--- src/rtl/uart_tx_arb.sv ---
// uart_tx_arb: round-robin arbiter that feeds bytes from N_REQ requesters
// into a single UART serializer, with per-grant bursts, an inter-byte gap
// and a sticky timeout flag for a serializer that never reports done.
`ifndef UART_DATA_WIDTH
`define UART_DATA_WIDTH 8
`endif

module uart_tx_arb #(
  parameter int N_REQ      = 4,
  parameter int DATA_W     = `UART_DATA_WIDTH,
  parameter int MAX_BURST  = 4,
  parameter int GAP_CYCLES = 2,
  parameter int TIMEOUT    = 4096
) (
  input  logic                       clk_i,
  input  logic                       rst_i,
  input  logic [N_REQ*DATA_W-1:0]    req_data_i,
  input  logic [N_REQ-1:0]           req_v_i,
  output logic [N_REQ-1:0]           req_rdy_o,
  output logic [DATA_W-1:0]          ser_data_o,
  output logic                       ser_v_o,
  input  logic                       ser_done_i,
  output logic [$clog2(N_REQ)-1:0]   grant_o,
  output logic                       busy_o,
  output logic                       err_o
);

  localparam int GW = $clog2(N_REQ);

  // Expiry fires on the WAIT cycle whose increment would make the counter
  // reach TIMEOUT-1, so the flag shows TIMEOUT cycles after the strobe.
  localparam logic [15:0] TMO_LAST  = 16'(TIMEOUT - 2);
  localparam logic [3:0]  GAP_LAST  = 4'(GAP_CYCLES - 1);
  localparam logic [4:0]  BURST_MAX = 5'(MAX_BURST);

  typedef enum logic [2:0] {
    S_IDLE   = 3'd0,
    S_ISSUE  = 3'd1,
    S_STROBE = 3'd2,
    S_WAIT   = 3'd3,
    S_GAP    = 3'd4
  } state_e;

  state_e             state_q;
  logic [GW-1:0]      rr_q;
  logic [GW-1:0]      grant_q;
  logic [4:0]         burst_q;
  logic [15:0]        tmo_q;
  logic [3:0]         gap_q;
  logic [DATA_W-1:0]  data_q;
  logic               sv_q;
  logic               err_q;

  logic [GW-1:0]      win_idx;
  logic [GW-1:0]      cand_idx;
  int                 cand;
  logic [DATA_W-1:0]  sel_data;
  logic               stay_d;
  logic [GW-1:0]      next_rr_d;

  // Pointer to the requester after g, wrapping at N_REQ.
  function automatic logic [GW-1:0] next_ptr(input logic [GW-1:0] g);
    if (g == GW'(N_REQ - 1)) begin
      return '0;
    end else begin
      return g + GW'(1);
    end
  endfunction

  // Round-robin search: first active requester starting at rr_q.
  always_comb begin
    win_idx  = '0;
    cand     = 0;
    cand_idx = '0;
    for (int i = N_REQ - 1; i >= 0; i--) begin
      cand = int'(rr_q) + i;
      if (cand >= N_REQ) begin
        cand = cand - N_REQ;
      end else begin
        cand = cand + 0;
      end
      cand_idx = GW'(cand);
      if (req_v_i[cand_idx]) begin
        win_idx = cand_idx;
      end else begin
        win_idx = win_idx;
      end
    end
  end

  // Byte of the current owner, burst continuation test and release pointer.
  always_comb begin
    sel_data  = req_data_i[int'(grant_q)*DATA_W +: DATA_W];
    stay_d    = req_v_i[grant_q] && (burst_q < BURST_MAX);
    next_rr_d = next_ptr(grant_q);
  end

  // Acceptance pulse to the granted requester while it is being served.
  always_comb begin
    req_rdy_o = '0;
    if ((state_q == S_ISSUE) && req_v_i[grant_q]) begin
      req_rdy_o[grant_q] = 1'b1;
    end else begin
      req_rdy_o = '0;
    end
  end

  // Arbitration / issue / wait / gap sequencer with all registered outputs.
  always_ff @(posedge clk_i) begin
    if (rst_i) begin
      state_q <= S_IDLE;
      rr_q    <= '0;
      grant_q <= '0;
      burst_q <= 5'd0;
      tmo_q   <= 16'd0;
      gap_q   <= 4'd0;
      data_q  <= '0;
      sv_q    <= 1'b0;
      err_q   <= 1'b0;
    end else begin
      sv_q <= 1'b0;
      case (state_q)
        S_IDLE: begin
          if (|req_v_i) begin
            grant_q <= win_idx;
            burst_q <= 5'd0;
            state_q <= S_ISSUE;
          end
        end
        S_ISSUE: begin
          if (req_v_i[grant_q]) begin
            data_q  <= sel_data;
            burst_q <= burst_q + 5'd1;
            sv_q    <= 1'b1;
            state_q <= S_STROBE;
          end else begin
            rr_q    <= next_rr_d;
            state_q <= S_IDLE;
          end
        end
        S_STROBE: begin
          tmo_q   <= 16'd0;
          state_q <= S_WAIT;
        end
        S_WAIT: begin
          if (ser_done_i) begin
            if (GAP_CYCLES == 0) begin
              if (stay_d) begin
                state_q <= S_ISSUE;
              end else begin
                rr_q    <= next_rr_d;
                state_q <= S_IDLE;
              end
            end else begin
              gap_q   <= 4'd0;
              state_q <= S_GAP;
            end
          end else if (tmo_q == TMO_LAST) begin
            err_q   <= 1'b1;
            rr_q    <= next_rr_d;
            state_q <= S_IDLE;
          end else begin
            tmo_q <= tmo_q + 16'd1;
          end
        end
        S_GAP: begin
          if (gap_q == GAP_LAST) begin
            if (stay_d) begin
              state_q <= S_ISSUE;
            end else begin
              rr_q    <= next_rr_d;
              state_q <= S_IDLE;
            end
          end else begin
            gap_q <= gap_q + 4'd1;
          end
        end
        default: begin
          state_q <= S_IDLE;
        end
      endcase
    end
  end

  assign ser_data_o = data_q;
  assign ser_v_o    = sv_q;
  assign grant_o    = grant_q;
  assign busy_o     = (state_q != S_IDLE);
  assign err_o      = err_q;

endmodule
--- config.mk ---
export PLATFORM = sky130hd
export DESIGN_NAME = uart_tx_arb
export DESIGN_NICKNAME = d
export VERILOG_FILES = /design/src/rtl/uart_tx_arb.sv
export SDC_FILE = /design/constraint.sdc
export NUM_CORES = 1
export LEC_CHECK = 0
export BUFFER_PORTS_ARGS = -buffer_cell sky130_fd_sc_hd__buf_2
export CORE_ASPECT_RATIO = 2
export CORE_MARGIN = 2
export CORE_UTILIZATION = 45
export CTS_CLUSTER_DIAMETER = 60
export DETAILED_ROUTE_END_ITERATION = 6
export HOLD_SLACK_MARGIN = 0.06
export PLACE_DENSITY = 0.78
export SLEW_MARGIN = 20
export SYNTH_ARGS = -nofsm -noshare
export SYNTH_HDL_FRONTEND = slang
export SYNTH_SLANG_ARGS = --single-unit
--- constraint.sdc ---
create_clock -name clk_i -period 1.95 [get_ports clk_i]
set_clock_uncertainty 0.2 [all_clocks]
set_input_delay 0.0975 -clock clk_i [delete_from_list [all_inputs] [get_ports clk_i]]
set_output_delay 0.0975 -clock clk_i [all_outputs]
set_load 0.1 [all_outputs]
==> impl_metrics.tcl <==
set metrics [dict create \
    fin_cells 423 \
    hp-class "input pin to flop" \
    fp.dieH_um 107.8 \
    outcome "finished with violations" \
    grt_pass1_vias 2579 \
    grt_start_max_net_pins 22 \
    grt_pass1_wl_um 11120 \
    p_leak_uw 0.001381 \
    drive_above_1_share 0.3699 \
    clockBufferDepth 2 \
    fin_nets 412 \
    ant_nets 0 \
    hpwlAfterDp_um 4768 \
    root_buffer "clkbuf_8" \
    synth_edf_count 0 \
    core_area_um2 5185 \
    cp.required_ps 2000 \
    setup_tns_ps -516.6 \
    htreeDepth 2 \
    layout_common_cells "buf_2, nand2_1, dfxtp_1" \
    clk_pin_slew_ps 80 \
    synthArstFlopShare 0 \
    slew_headroom 0.6693 \
    tightest_slew_ps 499.5 \
    r2r_cells 8 \
    numClockSinks 42 \
    startpoint_type "flop" \
    fin_crit_ps 2020 \
    ys_dominant_reg_cell "dfxtp_1" \
    dr_total_vias 2437 \
    fmax_ghz 0.4951 \
    worstHoldPathCells 4 \
    yosysWarnings 0 \
    crit_fanout 7 \
    ys_types 53 \
    grt-ovfl-total 0 \
    dr.pass1.iters 4 \
    violations "setup timing" \
    wirelength_um 6679 \
    wl_met2_um 3716 \
    io_pins 56 \
    syn_to_final_growth_pct 37.10 \
    period_share 1.036 \
    irDropWorstVdd_mv 0.7104 \
    rsz0062_at_grt "yes" \
    place_inst 403 \
    synth_cells 280 \
    crit_type "flop to flop" \
    grt_use_total 0.2335 \
    critPathCaptureType "flop" \
    antenna_found_initial 0 \
    dieWidth_um 55.91 \
    synth_seq_cells 42 \
    n_antenna_cell 0 \
    fill_cells 424 \
    clkLatencyLatePin_ps 310 \
    slew_violations 0 \
    hold_viol_final 0 \
    syn_avg_cell_area_um2 8.660 \
    met3WireLength_um 267 \
    synth_nets 328 \
    worst_ep_arrival_time_ps 2070 \
    die_area_um2 6027 \
    wl_met1_um 2434 \
    routed.top_layer "met4" \
    fin_ws_ps -69.60 \
    seq_area_frac_synth 0.3467 \
    final_common_cell "buf_2" \
    via_per_inst 5.761 \
    p_per_area_nw_per_um2 648.3 \
    wl_per_cell_um 15.79 \
    gp_congestion 0.8675 \
    cts_tree "yes" \
    cap_violations 0 \
    setup_violations 12 \
    start_util 0.4677 \
    port_buffers 55 \
    drc 0 \
    cts_buffers 5 \
    dr.first_iter.drc_count 106 \
    utilization 0.6412 \
    rows 37 \
    netlist_area_um2 2425 \
]
## critical path, cell delays in order, from the launching register on
cell and delay, ps:
dfxtp_1 400, ha_4 170, nand4b_4 110, or4_4 470
o21ai_4 170, buf_6 140, buf_16 110, a21oi_1 60
o21ai_1 120
## metrics by stage
stage | worst slack [ps] | total power [uW] | area [um^2] | hold slack (ps)
6_report | -69.60 | 2155 | 3324 | 82.82
5_1_grt | -137.4 | 2238 | 3324 | 120.1
4_1_cts | -0.5980 | 2157 | 3274 | 80.34
3_5_place_dp | -14.58 | 1480 | 2968 | 241.3
3_3_place_gp | 42.45 | 1467 | 2968 | 235.8
2_1_floorplan | -94.33 | 1335 | 2470 | 74.10
## final cells by class
class                      count  area (um^2)  share of cell area
tap                           58        72.57             0.02183
clock buffer                   7        97.59             0.02936
inverter                      16        62.56             0.01882
sequential                    42        850.8              0.2559
clock inverter                 1        6.256            0.001882
timing repair buffer          93        676.9              0.2036
multi-input combinational    206         1558              0.4686
## cell usage after synthesis (4+ instances only)
cell,count,area [um^2]
dfxtp_1,42,840.8
nand2_1,40,150.1
a21oi_1,24,120.1
nor2_1,19,71.32
inv_1,15,56.30
ha_1,9,112.6
mux4_2,9,202.7
clkbuf_1,8,30.03
and2_1,7,43.79
xor2_1,7,61.31
a2111o_1,6,67.56
nand3_1,6,30.03
buf_2,5,25.02
nand2b_1,5,31.28
nand4_1,5,31.28
nor3_1,5,25.02
o2111ai_1,4,35.03
o21ai_1,4,20.02
or3_1,4,25.02
xnor2_1,4,35.03
## state kept, by name, indices dropped and copies added, names as in the netlist
register    flops
ser_v_o         1
grant_o         2
rr_q            2
tmo_q          16
state_q         3
ser_data_o      8
err_o           1
burst_q         5
gap_q           4
## report_power, final
part / total (uW) / leakage (uW) / switching, uW / internal (uW)
Clock: 660 / 0.0000539 / 328 / 332
Combinational: 587 / 0.000985 / 376 / 211
Sequential: 908 / 0.000342 / 22.1 / 886
## kinds of logic after synthesis
| logic type | share of synthesized area |
|---|---|
| AO/OA/AOI/OAI | 0.1765 |
| XOR/XNOR | 0.03973 |
| adder cells (fa/ha/maj) | 0.04644 |
| buffers and inverters | 0.05675 |
| flip-flops | 0.3468 |
| multiplexers | 0.09597 |
| AND/OR/NAND/NOR | 0.2379 |
## final timing paths
path	startpoint	endpoint	slack (ps)
hold / removal	req_data_i[0]	ser_data_o[0]$_SDFFE_PP0P_	80
hold reg to reg	ser_data_o[0]$_SDFFE_PP0P_	ser_data_o[0]$_SDFFE_PP0P_	250
setup reg to reg	tmo_q[1]$_SDFFE_PP0P_	tmo_q[4]$_SDFFE_PP0P_	-70
setup / recovery	tmo_q[1]$_SDFFE_PP0P_	tmo_q[4]$_SDFFE_PP0P_	-70
## metal layers
layer	vias to the layer above	track usage
met5	-	0
met4	0	0.1548
met3	21	0.04688
met2	62	0.4515
met1	1175	0.2106
li1	1179	-
## timing repair
item / CTS / global route
setup buffers: 7 / 0
hold buffers: 5 / 0
gates resized for setup: 18 / 14
gates cloned: 1 / 0
pin swaps: 3 / 5
setup endpoints to repair: 14 / 29
endpoints found under the hold margin: 23 / 0
(Power assumes the default switching activity.)
